==> src/rtl/lsu_rmw.sv <==
`default_nettype none
// ============================================================================
//  Module   : lsu_rmw
//  Purpose  : Load/store unit between the MEM stage and a word-only data
//             memory with a 1-cycle registered read. Performs byte/half/word
//             loads with sign or zero extension. Sub-word stores are done as
//             read-modify-write. One response is returned per request.
//  Ports    : clk, rst (async, active-high)
//             req_valid/req_ready handshake; req_we, req_size, req_unsigned,
//             req_addr, req_wdata      - request fields (latched on accept)
//             resp_valid, resp_rdata, resp_err - one-cycle response pulse
//             dm_addr, dm_wr, dm_din, dm_dout   - data memory port
//  Config   : `define LSU_BOUNDS_CHK_EN enables the address window check
//             [BASE_ADDR, BASE_ADDR + 4*2**DM_AW). Without it, the upper
//             address bits are ignored and addresses alias into the DM.
//  Revision : 1.0 - initial release
// ============================================================================
module lsu_rmw #(
  parameter int          DM_AW     = 10,
  parameter logic [31:0] BASE_ADDR = 32'h0000_0000
) (
  input  logic             clk,
  input  logic             rst,
  input  logic             req_valid,
  output logic             req_ready,
  input  logic             req_we,
  input  logic [1:0]       req_size,
  input  logic             req_unsigned,
  input  logic [31:0]      req_addr,
  input  logic [31:0]      req_wdata,
  output logic             resp_valid,
  output logic [31:0]      resp_rdata,
  output logic             resp_err,
  output logic [DM_AW-1:0] dm_addr,
  output logic             dm_wr,
  output logic [31:0]      dm_din,
  input  logic [31:0]      dm_dout
);

  typedef enum logic [2:0] {
    S_IDLE = 3'd0,
    S_RD   = 3'd1,
    S_CAP  = 3'd2,
    S_WR   = 3'd3,
    S_RSP  = 3'd4
  } state_t;

  localparam logic [1:0] SZ_BYTE = 2'b00;
  localparam logic [1:0] SZ_HALF = 2'b01;
  localparam logic [1:0] SZ_WORD = 2'b10;

  state_t            state_q;
  logic              req_ready_q;
  logic              resp_valid_q;
  logic              resp_err_q;
  logic [31:0]       resp_rdata_q;
  logic              dm_wr_q;
  logic [DM_AW-1:0]  dm_addr_q;
  logic [31:0]       dm_din_q;

  // Request fields captured on accept
  logic              we_q;
  logic [1:0]        size_q;
  logic              uns_q;
  logic [1:0]        lane_q;
  logic [31:0]       wdata_q;

  // --------------------------------------------------------------------------
  // Request decode (on the live request inputs)
  // --------------------------------------------------------------------------
  logic              misalign_d;
  logic              oob_d;
  logic              err_d;
  logic [DM_AW-1:0]  word_addr_d;

  assign misalign_d = ((req_size == SZ_HALF) && req_addr[0])
                    || ((req_size == SZ_WORD) && (req_addr[1:0] != 2'b00))
                    || (req_size == 2'b11);

`ifdef LSU_BOUNDS_CHK_EN
  logic [31:0] offset_d;
  logic        unused_offset_lsb;
  assign offset_d          = req_addr - BASE_ADDR;
  // Below the base wraps to a huge offset, so the upper-bits test alone
  // would catch it; the explicit compare keeps the intent obvious.
  assign oob_d             = (req_addr < BASE_ADDR) || (offset_d[31:DM_AW+2] != '0);
  assign word_addr_d       = offset_d[DM_AW+1:2];
  assign unused_offset_lsb = ^offset_d[1:0];
`else
  logic unused_hi_addr;
  assign oob_d          = 1'b0;
  assign word_addr_d    = req_addr[DM_AW+1:2];
  assign unused_hi_addr = ^{req_addr[31:DM_AW+2], BASE_ADDR};
`endif

  assign err_d = misalign_d || oob_d;

  // --------------------------------------------------------------------------
  // Lane handling on the captured read word
  // --------------------------------------------------------------------------
  logic [4:0]  lane_sh_d;
  logic [31:0] shifted_d;
  logic [31:0] load_d;
  logic [31:0] mask_d;
  logic [31:0] merged_d;

  assign lane_sh_d = {lane_q, 3'b000};
  assign shifted_d = dm_dout >> lane_sh_d;

  always_comb begin
    load_d = dm_dout;
    case (size_q)
      SZ_BYTE: load_d = uns_q ? {24'h0, shifted_d[7:0]}
                              : {{24{shifted_d[7]}}, shifted_d[7:0]};
      SZ_HALF: load_d = uns_q ? {16'h0, shifted_d[15:0]}
                              : {{16{shifted_d[15]}}, shifted_d[15:0]};
      default: load_d = dm_dout;
    endcase
  end

  // Only byte and half stores reach the merge path; halves are aligned, so
  // shifting by 8*lane places them at 16*addr[1].
  assign mask_d   = ((size_q == SZ_BYTE) ? 32'h0000_00FF : 32'h0000_FFFF) << lane_sh_d;
  assign merged_d = (dm_dout & ~mask_d) | ((wdata_q << lane_sh_d) & mask_d);

  // --------------------------------------------------------------------------
  // Control FSM with registered outputs
  // --------------------------------------------------------------------------
  always_ff @(posedge clk or posedge rst) begin
    if (rst) begin
      state_q      <= S_IDLE;
      req_ready_q  <= 1'b1;
      resp_valid_q <= 1'b0;
      resp_err_q   <= 1'b0;
      resp_rdata_q <= 32'h0;
      dm_wr_q      <= 1'b0;
      dm_addr_q    <= '0;
      dm_din_q     <= 32'h0;
      we_q         <= 1'b0;
      size_q       <= 2'b00;
      uns_q        <= 1'b0;
      lane_q       <= 2'b00;
      wdata_q      <= 32'h0;
    end else begin
      case (state_q)
        S_IDLE, S_RSP: begin
          if (req_valid) begin
            we_q         <= req_we;
            size_q       <= req_size;
            uns_q        <= req_unsigned;
            lane_q       <= req_addr[1:0];
            wdata_q      <= req_wdata;
            resp_rdata_q <= 32'h0;
            if (err_d) begin
              // Errors skip the DM entirely and respond next cycle
              state_q      <= S_RSP;
              resp_valid_q <= 1'b1;
              resp_err_q   <= 1'b1;
              req_ready_q  <= 1'b1;
            end else begin
              dm_addr_q    <= word_addr_d;
              resp_valid_q <= 1'b0;
              resp_err_q   <= 1'b0;
              req_ready_q  <= 1'b0;
              if (req_we && (req_size == SZ_WORD)) begin
                dm_din_q <= req_wdata;
                dm_wr_q  <= 1'b1;
                state_q  <= S_WR;
              end else begin
                state_q  <= S_RD;
              end
            end
          end else begin
            state_q      <= S_IDLE;
            resp_valid_q <= 1'b0;
            resp_err_q   <= 1'b0;
            req_ready_q  <= 1'b1;
          end
        end
        S_RD: begin
          state_q <= S_CAP;
        end
        S_CAP: begin
          if (we_q) begin
            dm_din_q <= merged_d;
            dm_wr_q  <= 1'b1;
            state_q  <= S_WR;
          end else begin
            resp_rdata_q <= load_d;
            resp_valid_q <= 1'b1;
            req_ready_q  <= 1'b1;
            state_q      <= S_RSP;
          end
        end
        S_WR: begin
          dm_wr_q      <= 1'b0;
          resp_valid_q <= 1'b1;
          req_ready_q  <= 1'b1;
          state_q      <= S_RSP;
        end
        default: begin
          state_q      <= S_IDLE;
          req_ready_q  <= 1'b1;
          resp_valid_q <= 1'b0;
          dm_wr_q      <= 1'b0;
        end
      endcase
    end
  end

  assign req_ready  = req_ready_q;
  assign resp_valid = resp_valid_q;
  assign resp_err   = resp_err_q;
  assign resp_rdata = resp_rdata_q;
  assign dm_wr      = dm_wr_q;
  assign dm_addr    = dm_addr_q;
  assign dm_din     = dm_din_q;

endmodule
`default_nettype wire
==> config.mk <==
export PLATFORM = sky130hd
export DESIGN_NAME = lsu_rmw
export DESIGN_NICKNAME = d
export VERILOG_FILES = /design/src/rtl/lsu_rmw.sv
export SDC_FILE = /design/constraint.sdc
export NUM_CORES = 1
export LEC_CHECK = 0
export ABC_AREA = 1
export CORE_MARGIN = 10
export CORE_UTILIZATION = 51
export CTS_CLUSTER_SIZE = 14
export DETAILED_ROUTE_END_ITERATION = 7
export HOLD_SLACK_MARGIN = 0.02
export PLACE_DENSITY = 0.83
export SYNTH_ARGS = -nofsm -noshare
export SYNTH_HDL_FRONTEND = slang
export SYNTH_SLANG_ARGS = --single-unit
==> constraint.sdc <==
create_clock -name clk -period 6.5 [get_ports clk]
set_input_delay 0.975 -clock clk [delete_from_list [all_inputs] [get_ports clk]]
set_output_delay 0.975 -clock clk [all_outputs]
set_load 0.02 [all_outputs]
==> impl_metrics.tcl <==
set metrics [dict create \
    yosysSeqAreaShare 0.4568 \
    netlist_area_mm2 0.006083 \
    leakage_nw 4.067 \
    grt_pass1_wl_um 30900 \
    core-area_mm2 0.01156 \
    finalMaxSlewViolations 0 \
    yosysWarnings 0 \
    viasPerCell 5.368 \
    drc_errors 0 \
    num-fill-cells 994 \
    cts_tree "done" \
    worst-path-max-fanout 33 \
    h-tree-depth 3 \
    p_total_w 0.004075 \
    rr_worst_depth 8 \
    r2r_end "dm_din[31]" \
    finalNetCount 1107 \
    diodes 0 \
    wire_per_inst_um 17.00 \
    rows 39 \
    io_buffers 160 \
    endpoint "dm_din[31]" \
    power_density_mw_per_mm2 509.9 \
    finClkSkew_ns 0.008611 \
    cts_resized 0 \
    globalplace.congestion 0.9936 \
    antenna_found_initial 0 \
    synth.distinct_cells 24 \
    drtAntennaViolNets 0 \
    drtIter0Drc 619 \
    cp_num_buf_inv 3 \
    wl_um 19590 \
    layout_commonest_cell "nand2_1" \
    setup_viol 0 \
    rsz0062_at_grt "no" \
    grt_util_all_layers 0.2320 \
    mostFrequentLayoutCells "412 x nand2_1, 160 x clkdlybuf4s50_1, 110 x dfrtp_1" \
    syn_inst 870 \
    status "finished clean" \
    clk_latency_ns 0.36 \
    path_depth 9 \
    avgSynthCellArea_um2 6.992 \
    die_w_um 129.2 \
    ys_ff_latch 111 \
    hold_path_class "register to register" \
    required_ns 6.75 \
    firstDrtPassIters 5 \
    cp_common_cell "nand2_1" \
    syn-num-nets 973 \
    holdWs_ns 0.4752 \
    maxSlewHeadroom 0.2014 \
    startpoint "req_size[0]" \
    crit_chain "clkdlybuf4s50_1 -> inv_1 -> nand2_1 -> o21ai_0 -> nand2_1 -> nor2_4 -> inv_2 -> nand2_1 -> nand2_1" \
    grt_remaining_overflow 0 \
    hold_depth 2 \
    drive_above_1_share 0.04856 \
    initial_utilization 0.5260 \
    ctsHoldBuffers 0 \
    cp_slowest_cell "nor2_4" \
    syn_to_final_growth_pct 31.39 \
    worst_pin_slew_ns 1.197 \
    die_h_um 129.2 \
    cts_made_buffers 9 \
    path_clk_slew_ns 0.07 \
    peakVddDrop_v 0.0003147 \
    period_share 0.4557 \
    grt_pass1_vias 5948 \
    fmax_mhz 337.6 \
    dieArea_mm2 0.01670 \
    hold_viol 0 \
    grt_max_degree 60 \
    path_delay_family "simple AND/OR/NAND/NOR gates" \
    critPathLaunchType "input port" \
    drv_cap 0 \
    vias 6184 \
    min_period_ns 2.962 \
    r2r_start "state_q[1]" \
    max_stage_delay_ns 0.63 \
    r2r_slack_ns 3.67 \
    post_cts_buffers 0 \
    crit_type "input port to register" \
    cts_root_buf "clkbuf_16" \
    endpoint_kind "register" \
    worst_ep_arrival_time_ns 3.21 \
    cts.sinks 111 \
    ios 181 \
    clockBufferDepth 2 \
    hpwl_um 14740 \
    fin_setup_tns_ns 0 \
]
-- where the power goes --
part / total (W) / internal [W] / switching [W]
Sequential: 0.00126 / 0.00101 / 0.000250
Clock: 0.000581 / 0.000324 / 0.000257
Combinational: 0.00223 / 0.000831 / 0.00140
-- state kept, by name, indices dropped and copies added (netlist names) --
register,count
dm_addr,10
dm_din,32
dm_wr,1
lane_q,2
req_ready,1
resp_err,1
resp_rdata,32
resp_valid,1
size_q,2
state_q,3
uns_q,1
wdata_q,24
we_q,1
-- Yosys cell counts --
master    number  area, um2
nor2_2         2      12.51
buf_1          4      15.01
o21ai_0       45      225.2
buf_4          8      60.06
inv_1         55      206.5
nor2_1        53      198.9
nand3_2        3      30.03
clkbuf_1      15      56.30
nor3_1         1      5.000
nand3_1       83      415.4
nand3b_1       1      7.510
dfstp_2        1      26.28
buf_6          2      22.52
inv_2          9      33.78
dfrtp_1      110       2753
mux2_1         6      67.56
mux2_2         4      45.04
a21oi_1       19      95.09
o211ai_1      15      112.6
buf_2         11      55.05
nand2_2        5      31.28
nand2_1      412       1546
a31oi_1        1      6.260
nor2_4         5      56.30
-- through the flow --
step / setup WS (ns) / utilization / std cells / cell area [um2]
finish: 3.538 / 0.6911 / 1152 / 7993
global route: 3.310 / 0.6911 / 1152 / 7993
CTS: 3.512 / 0.6911 / 1152 / 7993
detailed placement: 3.143 / 0.6645 / 1136 / 7685
global placement: 3.166 / 0.6645 / 1136 / 7685
floorplan: 2.596 / - / 870 / 6083
-- logic make-up (layout without fill, tap and decap cells) --
family | Yosys count | after routing | synth area share
AOI/OAI and AO/OA | 80 | 80 | 0.07219
buffers and inverters | 104 | 243 | 0.07384
DFF | 111 | 111 | 0.4568
muxes | 10 | 10 | 0.01851
and+or+nand+nor | 565 | 565 | 0.3786
-- worst min-delay path: stages, from the launching register on --
cell	delay, ns
dfrtp_1	0.35
nand2_1	0.05
nand2_1	0.04
-- layer usage --
metal	routed length, um	GRT usage	share of wire	vias to the layer above
met1	8149	0.2936	0.42	2861
li1	-	-	-	3000
met2	9049	0.3759	0.46	285
met3	1904	0.06485	0.097	38
met5	0	0	0	-
met4	484	0.07692	0.025	0
-- layout make-up --
class	instances	area (um2)	share of cell area
Sequential cell	111	2779	0.3477
Tap cell	143	178.9	0.02239
Clock buffer	13	260.3	0.03256
Multi-Input combinational cell	655	2860	0.3579
Timing Repair Buffer	163	1624	0.2032
Inverter	64	242.7	0.03037
Clock inverter	3	47.55	0.005949
-- how the worst min path moves through the flow --
stage,slack (ns),end,start
2_1_floorplan,0.45,wdata_q[16],wdata_q[16]
3_3_place_gp,0.46,dm_din[3],dm_din[3]
3_5_place_dp,0.46,dm_din[5],dm_din[5]
4_1_cts,0.48,dm_wr,dm_wr
5_1_grt,0.50,resp_rdata[16],resp_rdata[16]
6_report,0.48,dm_din[1],dm_din[1]
Note: power is estimated with default switching activity, not from simulation.
